### config.mk
export PLATFORM = sky130hd
export DESIGN_NAME = vending_machine_ctrl_flat
export DESIGN_NICKNAME = d
export VERILOG_FILES = /design/src/rtl/vm_pkg.sv /design/src/rtl/vending_machine_ctrl_if.sv /design/src/rtl/vm_stock_bank.sv /design/src/rtl/vending_machine_ctrl.sv /design/src/flat_wrapper.sv
export SDC_FILE = /design/constraint.sdc
export NUM_CORES = 1
export LEC_CHECK = 0
export ABC_CLOCK_PERIOD_IN_PS = 6150
export CAP_MARGIN = 10
export CORE_ASPECT_RATIO = 1.75
export CORE_MARGIN = 1.5
export CORE_UTILIZATION = 40
export CTS_CLUSTER_DIAMETER = 150
export DETAILED_ROUTE_END_ITERATION = 10
export MAX_ROUTING_LAYER = met4
export SETUP_SLACK_MARGIN = 0.05
export SYNTH_ARGS = -nofsm -noshare
export SYNTH_HDL_FRONTEND = slang
export SYNTH_SLANG_ARGS = --single-unit
export TNS_END_PERCENT = 20
### constraint.sdc
create_clock -name clk -period 6.15 [get_ports clk]
set_input_delay 1.23 -clock clk [delete_from_list [all_inputs] [get_ports clk]]
set_output_delay 1.23 -clock clk [all_outputs]
set_load 0.02 [all_outputs]
### src/rtl/vm_pkg.sv
// Shared definitions for the vending machine controller slice.
//   vm_state_t     : controller FSM states
//   RC_*           : result_code values reported with each purchase result
//   DEFAULT_PRICES : unit prices for the default 4-slot build (tag3..tag0)
package vm_pkg;

   typedef enum logic [1:0] {
      ST_IDLE,
      ST_CHECK,
      ST_VEND,
      ST_CHANGE
   } vm_state_t;

   localparam logic [1:0] RC_OK    = 2'd0;
   localparam logic [1:0] RC_FUNDS = 2'd1;
   localparam logic [1:0] RC_STOCK = 2'd2;
   localparam logic [1:0] RC_BAD   = 2'd3;

   localparam logic [31:0] DEFAULT_PRICES = {8'd1, 8'd5, 8'd3, 8'd2};

endpackage

### src/rtl/vending_machine_ctrl_if.sv
// Purchase-side handshakes of the vending machine controller.
//   req_*    : purchase request (valid/ready), tag and quantity
//   result_* : one-cycle purchase verdict (possibility, result_code)
//   vend_*   : dispense request held until vend_ack
//   change_* : change payout held until change_ack
// slave  = controller side, master = front end / actuator side.
interface vending_machine_ctrl_if #(
   parameter int unsigned TAG_W   = 2,
   parameter int unsigned COUNT_W = 3,
   parameter int unsigned MONEY_W = 8
);

   logic               req_valid;
   logic               req_ready;
   logic [TAG_W-1:0]   req_tag;
   logic [COUNT_W-1:0] req_count;

   logic               result_valid;
   logic               possibility;
   logic [1:0]         result_code;

   logic               vend_valid;
   logic [TAG_W-1:0]   vend_tag;
   logic [COUNT_W-1:0] vend_count;
   logic               vend_ack;

   logic               change_valid;
   logic [MONEY_W-1:0] change_amount;
   logic               change_ack;

   modport slave (
      input  req_valid, req_tag, req_count, vend_ack, change_ack,
      output req_ready, result_valid, possibility, result_code,
             vend_valid, vend_tag, vend_count, change_valid, change_amount
   );

   modport master (
      output req_valid, req_tag, req_count, vend_ack, change_ack,
      input  req_ready, result_valid, possibility, result_code,
             vend_valid, vend_tag, vend_count, change_valid, change_amount
   );

endinterface

### src/rtl/vm_stock_bank.sv
// Per-slot stock counters.
//   dec_valid/dec_tag/dec_count             : purchase decrement (caller guarantees no underflow)
//   restock_valid/restock_tag/restock_qty   : restock increment, saturating; unknown tags ignored
//   rd_tag/rd_stock                         : combinational read of one slot (0 for unknown tags)
// A decrement and a restock on the same slot in one cycle combine into a
// single saturated result.
module vm_stock_bank #(
   parameter int unsigned        N_ITEMS    = 4,
   parameter int unsigned        TAG_W      = 2,
   parameter int unsigned        COUNT_W    = 3,
   parameter int unsigned        STOCK_W    = 4,
   parameter logic [STOCK_W-1:0] INIT_STOCK = STOCK_W'(5)
)(
   input  logic               clk,
   input  logic               rst_n,
   input  logic               dec_valid,
   input  logic [TAG_W-1:0]   dec_tag,
   input  logic [COUNT_W-1:0] dec_count,
   input  logic               restock_valid,
   input  logic [TAG_W-1:0]   restock_tag,
   input  logic [STOCK_W-1:0] restock_qty,
   input  logic [TAG_W-1:0]   rd_tag,
   output logic [STOCK_W-1:0] rd_stock
);

   // Wide enough for stock - count + qty without wrapping.
   localparam int unsigned SW = ((STOCK_W > COUNT_W) ? STOCK_W : COUNT_W) + 2;
   localparam logic [SW-1:0] SMAX = SW'((2 ** STOCK_W) - 1);

   logic [STOCK_W-1:0] stock   [N_ITEMS];
   logic [STOCK_W-1:0] stock_d [N_ITEMS];
   logic [SW-1:0]      sum;

   always_comb begin
      stock_d = stock;
      sum     = '0;
      for (int unsigned i = 0; i < N_ITEMS; i++) begin
         sum = SW'(stock[i]);
         if (dec_valid && dec_tag == TAG_W'(i))
            sum = sum - SW'(dec_count);
         if (restock_valid && restock_tag == TAG_W'(i))
            sum = sum + SW'(restock_qty);
         stock_d[i] = (sum > SMAX) ? '1 : sum[STOCK_W-1:0];
      end
   end

   always_ff @(posedge clk or negedge rst_n) begin
      if (!rst_n) begin
         for (int unsigned i = 0; i < N_ITEMS; i++)
            stock[i] <= INIT_STOCK;
      end else begin
         stock <= stock_d;
      end
   end

   always_comb begin
      rd_stock = '0;
      for (int unsigned i = 0; i < N_ITEMS; i++)
         if (rd_tag == TAG_W'(i))
            rd_stock = stock[i];
   end

endmodule

### src/rtl/vending_machine_ctrl.sv
// Vending machine controller: coin credit accumulator, purchase FSM
// (IDLE -> CHECK -> VEND -> CHANGE) and per-slot stock bank.
//   clk, rst_n                : clock, async active-low reset
//   coin_valid/coin_value     : coin strobe; coin_reject pulses a cycle later if not credited
//   cancel                    : refund request (IDLE only)
//   bus (slave)               : request / result / vend / change handshakes
//   credit                    : current credit
//   restock_valid/_tag/_qty   : restock strobe, accepted in every state
module vending_machine_ctrl
   import vm_pkg::*;
#(
   parameter int unsigned                  N_ITEMS    = 4,
   parameter int unsigned                  TAG_W      = 2,
   parameter int unsigned                  COUNT_W    = 3,
   parameter int unsigned                  MONEY_W    = 8,
   parameter int unsigned                  STOCK_W    = 4,
   parameter logic [N_ITEMS*MONEY_W-1:0]   PRICES     = DEFAULT_PRICES,
   parameter logic [STOCK_W-1:0]           INIT_STOCK = STOCK_W'(5)
)(
   input  logic                clk,
   input  logic                rst_n,
   input  logic                coin_valid,
   input  logic [MONEY_W-1:0]  coin_value,
   output logic                coin_reject,
   input  logic                cancel,
   vending_machine_ctrl_if.slave bus,
   output logic [MONEY_W-1:0]  credit,
   input  logic                restock_valid,
   input  logic [TAG_W-1:0]    restock_tag,
   input  logic [STOCK_W-1:0]  restock_qty
);

   localparam int unsigned TW  = MONEY_W + COUNT_W;
   localparam int unsigned QW  = (STOCK_W > COUNT_W) ? STOCK_W : COUNT_W;
   localparam int unsigned TW1 = TAG_W + 1;
   localparam logic [TAG_W:0] N_ITEMS_W = TW1'(N_ITEMS);

   vm_state_t          state, state_d;
   logic [MONEY_W-1:0] credit_d;
   logic [TAG_W-1:0]   tag_q;
   logic [COUNT_W-1:0] count_q;
   logic               coin_reject_d;
   logic               rv_q, rv_d;
   logic               poss_q, poss_d;
   logic [1:0]         code_q, code_d;
   logic               latch_req;
   logic               dec_valid;

   logic [MONEY_W:0]   coin_sum;
   logic [MONEY_W-1:0] price;
   logic [TW-1:0]      total;
   logic [STOCK_W-1:0] stock_rd;
   logic [1:0]         chk_code;

   vm_stock_bank #(
      .N_ITEMS    (N_ITEMS),
      .TAG_W      (TAG_W),
      .COUNT_W    (COUNT_W),
      .STOCK_W    (STOCK_W),
      .INIT_STOCK (INIT_STOCK)
   ) u_stock (
      .clk           (clk),
      .rst_n         (rst_n),
      .dec_valid     (dec_valid),
      .dec_tag       (tag_q),
      .dec_count     (count_q),
      .restock_valid (restock_valid),
      .restock_tag   (restock_tag),
      .restock_qty   (restock_qty),
      .rd_tag        (tag_q),
      .rd_stock      (stock_rd)
   );

   // Carry bit of coin_sum flags a coin that would overflow the credit.
   assign coin_sum = {1'b0, credit} + {1'b0, coin_value};

   always_comb begin
      price = '0;
      for (int unsigned i = 0; i < N_ITEMS; i++)
         if (tag_q == TAG_W'(i))
            price = PRICES[i*MONEY_W +: MONEY_W];
   end

   assign total = TW'(price) * TW'(count_q);

   always_comb begin
      if (({1'b0, tag_q} >= N_ITEMS_W) || (count_q == '0))
         chk_code = RC_BAD;
      else if (QW'(stock_rd) < QW'(count_q))
         chk_code = RC_STOCK;
      else if ({{COUNT_W{1'b0}}, credit} < total)
         chk_code = RC_FUNDS;
      else
         chk_code = RC_OK;
   end

   always_ff @(posedge clk or negedge rst_n) begin
      if (!rst_n)
         state <= ST_IDLE;
      else
         state <= state_d;
   end

   // Any coin not explicitly credited below is rejected, which covers
   // coins outside IDLE and coins losing to a request or a cancel.
   always_comb begin
      state_d       = state;
      credit_d      = credit;
      coin_reject_d = coin_valid;
      rv_d          = 1'b0;
      poss_d        = 1'b0;
      code_d        = RC_OK;
      latch_req     = 1'b0;
      dec_valid     = 1'b0;
      unique case (state)
         ST_IDLE: begin
            if (bus.req_valid) begin
               latch_req = 1'b1;
               state_d   = ST_CHECK;
            end else if (cancel && credit != '0) begin
               state_d = ST_CHANGE;
            end else if (coin_valid && !coin_sum[MONEY_W]) begin
               credit_d      = coin_sum[MONEY_W-1:0];
               coin_reject_d = 1'b0;
            end
         end
         ST_CHECK: begin
            rv_d   = 1'b1;
            code_d = chk_code;
            poss_d = (chk_code == RC_OK);
            if (chk_code == RC_OK) begin
               // total <= credit here, so the truncation is exact.
               credit_d  = credit - total[MONEY_W-1:0];
               dec_valid = 1'b1;
               state_d   = ST_VEND;
            end else begin
               state_d = ST_IDLE;
            end
         end
         ST_VEND: begin
            if (bus.vend_ack)
               state_d = (credit != '0) ? ST_CHANGE : ST_IDLE;
         end
         ST_CHANGE: begin
            if (bus.change_ack) begin
               credit_d = '0;
               state_d  = ST_IDLE;
            end
         end
         default: state_d = ST_IDLE;
      endcase
   end

   always_ff @(posedge clk or negedge rst_n) begin
      if (!rst_n) begin
         credit      <= '0;
         coin_reject <= 1'b0;
         rv_q        <= 1'b0;
         poss_q      <= 1'b0;
         code_q      <= RC_OK;
         tag_q       <= '0;
         count_q     <= '0;
      end else begin
         credit      <= credit_d;
         coin_reject <= coin_reject_d;
         rv_q        <= rv_d;
         poss_q      <= poss_d;
         code_q      <= code_d;
         if (latch_req) begin
            tag_q   <= bus.req_tag;
            count_q <= bus.req_count;
         end
      end
   end

   assign bus.req_ready     = (state == ST_IDLE);
   assign bus.result_valid  = rv_q;
   assign bus.possibility   = poss_q;
   assign bus.result_code   = code_q;
   assign bus.vend_valid    = (state == ST_VEND);
   assign bus.vend_tag      = (state == ST_VEND) ? tag_q : '0;
   assign bus.vend_count    = (state == ST_VEND) ? count_q : '0;
   assign bus.change_valid  = (state == ST_CHANGE);
   assign bus.change_amount = (state == ST_CHANGE) ? credit : '0;

endmodule

### src/flat_wrapper.sv
// flat-port wrapper written by rule: the top's interface ports become plain ports
module vending_machine_ctrl_flat import vm_pkg::*;
#(
   parameter int unsigned                  N_ITEMS    = 4,
   parameter int unsigned                  TAG_W      = 2,
   parameter int unsigned                  COUNT_W    = 3,
   parameter int unsigned                  MONEY_W    = 8,
   parameter int unsigned                  STOCK_W    = 4,
   parameter logic [N_ITEMS*MONEY_W-1:0]   PRICES     = DEFAULT_PRICES,
   parameter logic [STOCK_W-1:0]           INIT_STOCK = STOCK_W'(5)
)
  (clk, rst_n, coin_valid, coin_value, coin_reject, cancel, credit, restock_valid, restock_tag, restock_qty, bus_req_valid, bus_req_tag, bus_req_count, bus_vend_ack, bus_change_ack, bus_req_ready, bus_result_valid, bus_possibility, bus_result_code, bus_vend_valid, bus_vend_tag, bus_vend_count, bus_change_valid, bus_change_amount);
  vending_machine_ctrl_if #(.TAG_W(TAG_W), .COUNT_W(COUNT_W), .MONEY_W(MONEY_W)) bus_i ();
  input  logic clk;
  input  logic rst_n;
  input  logic coin_valid;
  input  logic [MONEY_W-1:0] coin_value;
  output logic coin_reject;
  input  logic cancel;
  output logic [MONEY_W-1:0] credit;
  input  logic restock_valid;
  input  logic [TAG_W-1:0] restock_tag;
  input  logic [STOCK_W-1:0] restock_qty;
  input wire logic [$bits(bus_i.req_valid)-1:0] bus_req_valid;
  input wire logic [$bits(bus_i.req_tag)-1:0] bus_req_tag;
  input wire logic [$bits(bus_i.req_count)-1:0] bus_req_count;
  input wire logic [$bits(bus_i.vend_ack)-1:0] bus_vend_ack;
  input wire logic [$bits(bus_i.change_ack)-1:0] bus_change_ack;
  output wire logic [$bits(bus_i.req_ready)-1:0] bus_req_ready;
  output wire logic [$bits(bus_i.result_valid)-1:0] bus_result_valid;
  output wire logic [$bits(bus_i.possibility)-1:0] bus_possibility;
  output wire logic [$bits(bus_i.result_code)-1:0] bus_result_code;
  output wire logic [$bits(bus_i.vend_valid)-1:0] bus_vend_valid;
  output wire logic [$bits(bus_i.vend_tag)-1:0] bus_vend_tag;
  output wire logic [$bits(bus_i.vend_count)-1:0] bus_vend_count;
  output wire logic [$bits(bus_i.change_valid)-1:0] bus_change_valid;
  output wire logic [$bits(bus_i.change_amount)-1:0] bus_change_amount;
  assign bus_i.req_valid = bus_req_valid;
  assign bus_i.req_tag = bus_req_tag;
  assign bus_i.req_count = bus_req_count;
  assign bus_i.vend_ack = bus_vend_ack;
  assign bus_i.change_ack = bus_change_ack;
  assign bus_req_ready = bus_i.req_ready;
  assign bus_result_valid = bus_i.result_valid;
  assign bus_possibility = bus_i.possibility;
  assign bus_result_code = bus_i.result_code;
  assign bus_vend_valid = bus_i.vend_valid;
  assign bus_vend_tag = bus_i.vend_tag;
  assign bus_vend_count = bus_i.vend_count;
  assign bus_change_valid = bus_i.change_valid;
  assign bus_change_amount = bus_i.change_amount;
  vending_machine_ctrl #(.N_ITEMS(N_ITEMS), .TAG_W(TAG_W), .COUNT_W(COUNT_W), .MONEY_W(MONEY_W), .STOCK_W(STOCK_W), .PRICES(PRICES), .INIT_STOCK(INIT_STOCK)) u_core (.clk(clk), .rst_n(rst_n), .coin_valid(coin_valid), .coin_value(coin_value), .coin_reject(coin_reject), .cancel(cancel), .bus(bus_i), .credit(credit), .restock_valid(restock_valid), .restock_tag(restock_tag), .restock_qty(restock_qty));
endmodule
[Word-level counts from Yosys, hierarchy flattened]
Index checks and enable logic that the tools add are counted.
Word-level totals
  logic and storage cells: 115
  register bits: 36
  bits of input ports: 27
  output and inout port bits: 29
Operators by class
  mux-type cells: 50
  multiply operators: 1
  add/sub/neg operators: 10
  magnitude comparators: 6
  reductions and logical operators: 20
  equal/unequal tests: 16
Operators with widths (number)
  2-to-1 mux 8 bit: 9
  2-to-1 mux 6 bit: 8
  2-to-1 mux 4 bit: 8
  adder 6 x 4 -> 6 bit: 4
  > comparator 6 x 4 -> 1 bit (second input constant): 4
  case mux 8 bit (3 select lines): 1
  2-to-1 mux 2 bit: 11
  subtractor 4 x 3 -> 5 bit: 4
  == test 2 bit (second input constant): 6
  less-than comparator 8 x 11 -> 1 bit: 1
  multiplier 8 x 3 -> 11 bit: 1
  2-to-1 mux 1 bit: 11
  logical AND 1 bit: 10
  adder 8 x 8 -> 9 bit: 1
  logical NOT 2 bit: 4
  != test 2 bit (second input constant): 4
  case mux 2 bit (4 select lines): 1
  nonzero test 8 bit: 1
  subtractor 8 bit: 1
  == test 2 x 1 -> 1 bit (second input constant): 3
  AND reduction 6 bit: 1
  less-than comparator 4 x 3 -> 1 bit: 1
  != test 2 x 1 -> 1 bit (second input constant): 2
  logical NOT 3 bit: 1
  5 further kinds: 5

[Logic depth before layout (Yosys ltp)]
Gate-level depths: netlist of the first run.
  depth after elaboration: 19
  gate-level depth with buffers: 25
  gate-level depth less buffers: 23

[Modules after synthesis]
From an unflattened synthesis of the first run, not the netlist that was laid out.
Second synthesis, totals
  cell total of the unflattened synthesis: 452
  area, all modules: 3896.2 um2
By module, submodules not included
  vm_stock_bank: area each 1969.4 um2, instances 1, cells each 230, seq. area each 410.4 um2
  vending_machine_ctrl: area each 1926.8 um2, instances 1, cells each 222, seq. area each 500.5 um2

[Worst setup path before layout of the first run]
Ideal clock, no wire load.
  path type: register -> register
  from: reg u_core.tag_q[0]
  to: reg u_core.u_stock.stock[5] (netlist bit)
  clock period less this slack: 5.193 ns
  buffers on the path: 2
  cell stages (with the launch flop): 25
  path slack: 0.957 ns
  required time: 6.024 ns
  arrival: 5.067 ns
  cells stage by stage: dfrtp_1 > buf_1 > nor2b_1 > and2_1 > fa_1 > ha_1 > fa_1 > xnor2_1 > ha_1 > or4_1 > o21a_1 > o21ai_2 > inv_2 > buf_6 > and2_1 > a21oi_1 > ha_1 > fa_1 > nand2_1 > nor2_1 > o21a_1 > o21ai_0 > nor4b_1 > a21oi_1 > o32a_1
RTL lines
  start: declaration: line vending_machine_ctrl.sv:40  | logic [TAG_W-1:0] tag_q;
  start signal: assignment: line vending_machine_ctrl.sv:170  | tag_q <= bus.req_tag;
  end signal: assignment: line vm_stock_bank.sv:52  | stock <= stock_d;
  end: declaration: line vm_stock_bank.sv:30  | logic [STOCK_W-1:0] stock [N_ITEMS];

==> results of run 1 <==
power groups by stage:
stage,Clock [uW],Sequential [uW],Combinational [uW]
after floorplan,0,502,1540
after global placement,0,537,2050
after detailed placement,0,544,2100
after CTS,304,540,2110
after global routing,313,557,2360
final,300,537,2100
cell type report:
type / count / area share (%)
Sequential cell: 36 / 19.0
Tap cell: 122 / 3.18
Timing Repair Buffer: 61 / 12.3
Clock inverter: 3 / 0.887
Multi-Input combinational cell: 355 / 59.0
Clock buffer: 5 / 2.61
Inverter: 39 / 3.05
Yosys cell counts, types with 2 or more instances:
master,count
ha_1,49
nand2_1,41
inv_1,38
a21oi_1,28
dfrtp_1,28
nor2_1,28
o21ai_0,17
nand2b_1,14
fa_1,12
xnor2_1,12
nor2b_1,11
xor2_1,11
and2_1,10
o211ai_1,10
mux2i_1,9
nand3_1,9
clkbuf_1,8
dfstp_2,8
a21o_1,7
and3_1,6
mux2_2,6
o21a_1,6
nor3_1,5
o21bai_1,5
o22ai_1,4
o32a_1,4
mux2_1,3
mux4_2,3
nand4_1,3
nor4_1,3
or2_2,3
a211o_1,2
o211ai_2,2
o31a_1,2
o32ai_1,2
sequential cells by signal, summed over array words and instances, names as in the netlist, 2 cells and up:
signal / count
u_core.credit: 8
u_core.u_stock.stock: 16
u_core.tag_q: 2
u_core.bus.result_code: 2
u_core.count_q: 3
u_core.state: 2
cells in the final DEF, fill, tap and decap left out, types with 10 or more instances in the layout:
cell / count
xnor2_1: 12
nor2_1: 28
nand2b_1: 14
o21ai_0: 17
clkdlybuf4s50_1: 54
inv_1: 38
dfrtp_1: 28
fa_1: 12
nor2b_1: 11
and2_1: 10
xor2_1: 11
a21oi_1: 28
o211ai_1: 10
nand2_1: 41
ha_1: 49
how the worst max path moves through the flow:
stage,end,startpoint
final,u_core.u_stock.stock[1],u_core.tag_q[1]
after global routing,u_core.u_stock.stock[5],u_core.tag_q[1]
after floorplan,u_core.u_stock.stock[5],u_core.tag_q[0]
after detailed placement,u_core.u_stock.stock[5],u_core.tag_q[1]
after global placement,u_core.u_stock.stock[5],u_core.tag_q[1]
after CTS,u_core.u_stock.stock[5],u_core.tag_q[1]
through the flow:
step	util (%)	area [um2]	cells	total power [uW]	hold slack, ps
2_1_floorplan	-	3930	440	2040	510
3_3_place_gp	48.6	4630	613	2580	593
3_5_place_dp	48.6	4630	613	2640	598
4_1_cts	50.3	4790	621	2950	606
5_1_grt	50.3	4790	621	3230	619
6_report	50.3	4790	621	2930	602
per-layer routing:
layer | GRT usage, % | vias to the layer above | wire length [um]
li1 | - | 1681 | -
met1 | 22.2 | 1620 | 4060
met2 | 43.5 | 96 | 6110
met3 | 2.45 | 36 | 320
met4 | 13.9 | 0 | 684
met5 | - | - | 0
kinds of logic after synthesis:
kind of cell               share of synthesized area, %
and+or+nand+nor                                    18.4
AOI/OAI and AO/OA                                  19.4
adders and majority gates                          21.7
buffers and inverters                              4.87
DFF                                                23.2
xor gates and xnor gates                           5.13
muxes                                              7.26
critical path: cells and delay by family, from the launching register on:
kind            cells  cell delay, ps
fa+ha+maj           6            1650
buf+inv             2             250
flops               1             420
mux                 2             460
compound gates      5            1040
xor+xnor            1             140
simple gates        6            1450
==> metrics, run 1 <==
clock-pin transition on the worst setup and hold timing paths=~60 ps; Fillers=a little over 900; setup TNS=0 ps; Yosys top cell by area=dfrtp_1; Max Fclk=0.180 GHz; Hold Crit Start=u_core.u_stock.stock[6]; reg-to-reg startpoint=u_core.tag_q[1]; RSZ-0062 raised after global routing=false; Crit Path Category=flop to flop; power per cell area=between 600 and 700 nW/um2; CTS sink count=36; Max Root-Sink Buffers=2; CP arrival=5710 ps; max-slew violations=0; gr ovfl total=0; Via-to-Cell Ratio=5.53; Syn Nets=528; number of flops mapped to enable cells by yosys=0; r2r endpoint=u_core.u_stock.stock[1]; clock power share=10.2%; Flop pwr share=a little under a fifth; Hold Path Depth=2; fin crit share=between 90% and 100%; Die X=approximately 80 um; clk_skew=3.31 ps; number of antenna violations at the first check in global routing=0; crit path capture type=flop; final hold vios=0; Global Route Usage Sum=~23%; Setup WS pre-CTS=slightly below 600 ps; Reg area=911 um2; Detailed Routing Iterations Pass 1=4; Area growth, synth to finish=22.0%; Internal=1510 uW; ANT nets after route=0; Routed WL=11.2 mm; Slew headroom=about two fifths; Syn Area/Cell=8.93 um2; setup repair bufs after CTS=0; row count=47; Port-buffer cells=55; synth top area cells=dfrtp_1 (18%), ha_1 (16%), fa_1 (6.1%); Root Buffer=clkbuf_16; ratio of cells with drive above 1 in the final layout=a little under a tenth; post-CTS sizing=0; P_sw=around 1400 uW; outcome=finished, final reports clean; Core ar.=between 9000 and 10,000 um2; switching share of total power=about half; die area=about 10,000 um2; slowest CP cell=or4_1; Final GP Congestion=between 0.8 and 0.9; Routed WL per cell=roughly 18 um; die height=134 um; Final Setup Violations=0; maximum vdd drop=roughly 0.21 mV; cts bufs inserted=5; vias in the first global route=3,599; end of the worst hold path=u_core.u_stock.stock[6]; depth of the CTS H-tree=2; post-synthesis sequential area ratio=23.2%; Worst path max stage delay=approximately 470 ps; first-pass GRT wire length=18.1 mm; CTS Hold Buffers Added=0; CP cell instances=nor2b_1 > and2_1 > fa_1 > ha_1 > fa_1 > xnor2_1 > ha_1 > or4_1 > o21a_1 > o21ai_2 > inv_2 > nand3_2 > mux2_2 > inv_1 > ha_1 > fa_1 > nand2_1 > o21bai_1 > a21oi_1 > nor2_1 > mux2i_1 > o32a_1; Nets=~590; max-cap violations=0; Critical Path Start Type=flop; DP HPWL=~9.1 mm; I/O pin cnt=56; final worst slack=607 ps; Iteration-0 DRC Markers=about 130; ant diodes=0; Yosys warnings=0; Cell Area, Synth=just under 4000 um2; Logic pwr share=~72%; Tmin final=~5500 ps; P_leak=0.00219 uW; FF+latch count, synth=36; Initial Utilization=roughly two fifths; largest net degree at the start of global routing=37; Post-synth top flop=dfrtp_1; multi-input gate area in the final layout=about 2800 um2; Post-Synthesis Cells=440; Hold Path Class=flop to flop; Clk Latency, worst-skew pair=between 200 and 300 ps; DRC viols=0; Worst Path Max Fanout=14; Unique masters post-synth=66; Synth top area share=between 10% and 20%; Slew @ Worst Pin=about 880 ps; Critical Path RT=about 6300 ps; Worst Reg2Reg Path Length in Cells=22; via count=3,433; TritonCTS clock tree=yes; Reg2Reg Setup Slack=a little over 600 ps; ys async rst share=100%
Note: power is estimated with default switching activity, not from simulation.
==> inputs of run 2 (changes only) <==
--- a/config.mk
+++ b/config.mk
@@ -7,12 +7,15 @@
 export LEC_CHECK = 0
 export ABC_CLOCK_PERIOD_IN_PS = 6150
 export CAP_MARGIN = 10
+export CELL_PAD_IN_SITES_DETAIL_PLACEMENT = 1
+export CELL_PAD_IN_SITES_GLOBAL_PLACEMENT = 1
 export CORE_ASPECT_RATIO = 1.75
 export CORE_MARGIN = 1.5
 export CORE_UTILIZATION = 40
 export CTS_CLUSTER_DIAMETER = 150
 export DETAILED_ROUTE_END_ITERATION = 10
 export MAX_ROUTING_LAYER = met4
+export PLACE_DENSITY_LB_ADDON = 0.1
 export SETUP_SLACK_MARGIN = 0.05
 export SYNTH_ARGS = -nofsm -noshare
 export SYNTH_HDL_FRONTEND = slang
==> run 2 against run 1 <==
  * Via count up 0.67%
  * Die area unchanged
  * Count of clock-buffer cells in the layout up 1
  * Setup slack worse by 64 ps
  * Final area down 0.16%
  * Hold slack worse by 25 ps
  * Sequential power about the same
  * Non-clock buffer count up 1
  * Combinational power up 2%
  * Critical endpoint is now u_core.u_stock.stock[5]
==> metrics, run 2 (same netlist as run 1, synthesis figures left out) <==
ratio of cells with drive above 1 in the final layout=9.60% (+0.18 points); fin crit share=91.2% (+1.0 points); maximum vdd drop=0.181 mV (-15%); Most flops, register=u_core.u_stock.stock; Flop pwr share=18.3% (about the same); Area growth, synth to finish=21.8%; post-route cell area=4790 um2 (-0.16%); Core ar.=9530 um2 (unchanged); Critical Path RT=6320 ps (about the same); GRT busiest layer=met2; Port-buffer cells=55 (unchanged); met3 Use GR=2.18% (-0.27 points); CTS Hold Buffers Added=0 (unchanged); max reg flops=16 (unchanged); M2 GR Usage=47.8% (+4.3 points); CP cell instances=nor2b_1 > and2_1 > fa_1 > ha_1 > fa_1 > xnor2_1 > ha_1 > or4_1 > o21a_1 > o21ai_2 > inv_2 > nand2_1 > mux2i_1 > fa_1 > nand2_1 > nor2_1 > o21a_1 > o21ai_0 > nor4b_1 > a21oi_1 > o32a_1; final hold vios=0 (unchanged); ant diodes=0 (unchanged); post-CTS sizing=0 (unchanged); largest registers=u_core.u_stock.stock (16), u_core.credit (8), u_core.count_q (3); Die X=77.9 um (unchanged); P_leak=0.00219 uW (+0.12%); Via-to-Cell Ratio=5.56 (+0.51%); clock-pin transition on the worst setup and hold timing paths=60 ps (about the same); ANT nets after route=0 (unchanged); Max Fclk=0.178 GHz (-1.1%); CTS sink count=36 (unchanged); power per cell area=616 nW/um2 (+0.68%); Internal=1490 uW (-1.2%); Critical Path Start Type=flop; max-slew violations=0 (unchanged); max-cap violations=0 (unchanged); Hold Path Class=flop to flop; CP bufs+invs=1 (-1); Routed WL=11.6 mm (+3.9%); total power=2950 uW (+0.52%); most frequent cells in the layout=clkdlybuf4s50_1 (54), ha_1 (49), nand2_1 (41), inv_1 (38); largest net degree at the start of global routing=37 (unchanged); cts bufs inserted=5 (unchanged); Clk Latency, worst-skew pair=290 ps (about the same); Nets=587 (+0.17%); die height=134 um (unchanged); gr ovfl total=0 (unchanged); DP HPWL=9.67 mm (+6.5%); Routed WL per cell=18.7 um (+3.8%); RSZ-0062 raised after global routing=false; outcome=finished, final reports clean; P_sw=1460 uW (+2.4%); number of antenna violations at the first check in global routing=0 (unchanged); row count=47 (unchanged); Iteration-0 DRC Markers=124 (-6.1%); switching share of total power=49.3% (+0.89 points); vias in the first global route=3,768 (+4.7%); Worst Path Max Fanout=14 (unchanged); via count=3,456 (+0.67%); most numerous cell on the critical path=fa_1; Slew @ Worst Pin=1010 ps (+138 ps); DRC viols=0 (unchanged); setup repair bufs after CTS=0 (unchanged); Slew headroom=32.3% (-8.8 points); I/O pin cnt=56 (unchanged); Root Buffer=clkbuf_16; Detailed Routing Iterations Pass 1=4 (unchanged); Placed Cells=614 (+0.16%); most common cell after layout, fill and taps aside=clkdlybuf4s50_1; TritonCTS clock tree=yes; placed cell area=4630 um2 (+0.16%); Crit Path Category=flop to flop; Layout Cells excl Fill=622 (+0.16%); Max Root-Sink Buffers=2 (unchanged); crit path capture type=flop; slowest CP cell=or4_1; Final GP Congestion=0.889 (+1.3%); Worst path max stage delay=470 ps (about the same); Logic pwr share=72.5% (+1.0 points); Final Setup Violations=0 (unchanged); CP arrival=5780 ps (+70 ps); Global Route Usage Sum=24.8% (+1.6 points); M1 GR Usage=23.0% (+0.83 points); clk_skew=4.13 ps (+0.829 ps); Initial Utilization=41.2% (unchanged); die area=10,400 um2 (unchanged); family with the most delay on the worst path=simple AND/OR/NAND/NOR gates; Fin Hold WS=578 ps (-24.9 ps); first-pass GRT wire length=19.1 mm (+5.8%); depth of the CTS H-tree=2 (unchanged); clock power share=9.2% (-1.0 points); Tmin final=5610 ps (+64.5 ps); setup TNS=0 ps (unchanged)
-- run 2: power groups by stage --
stage,sequential [uW],clock [uW],combinational (uW)
2_1_floorplan,502,0,1540
3_3_place_gp,542,0,2070
3_5_place_dp,545,0,2150
5_1_grt,554,289,2390
4_1_cts,540,279,2170
6_report,540,272,2140
-- run 2: worst min-delay path: cells and delay by family (launching register included) --
| kind | cells | cell delay [ps] |
|---|---|---|
| simple gates | 2 | 170 |
| flops | 1 | 390 |
-- run 2: final timing paths --
kind | start | endpoint | slack, ps | depth (start not counted)
min reg2reg | u_core.u_stock.stock[6] | u_core.u_stock.stock[6] | 580 | 2
max | u_core.tag_q[1] | u_core.u_stock.stock[5] | 540 | 21
min in group asynchronous | rst_n | u_core.credit[1] | 1040 | 1
min | u_core.u_stock.stock[6] | u_core.u_stock.stock[6] | 580 | 2
max reg2reg | u_core.tag_q[1] | u_core.u_stock.stock[5] | 540 | 21
max in group asynchronous | rst_n | u_core.u_stock.stock[11] | 4560 | 1
-- run 2: metrics by stage --
stage                     setup slack, ps  util, %
after floorplan                       957        -
after global placement                816     48.6
after detailed placement              598     48.6
after CTS                             525     50.2
after global routing                  127     50.2
final                                 542     50.2
-- run 2: layout make-up --
type / count / area, um2
clock buffer: 6 / 139
clock inverter: 2 / 13.8
fill: 1120 / 4740
inverter: 39 / 146
multi-input combinational: 355 / 2830
sequential: 36 / 911
tap: 122 / 153
timing repair buffer: 62 / 598
-- run 2: per-layer routing --
layer / wire length [um] / up-vias
met1: 4000 / 1670
li1: - / 1678
met4: 677 / 0
met2: 6640 / 79
met5: 0 / -
met3: 290 / 29
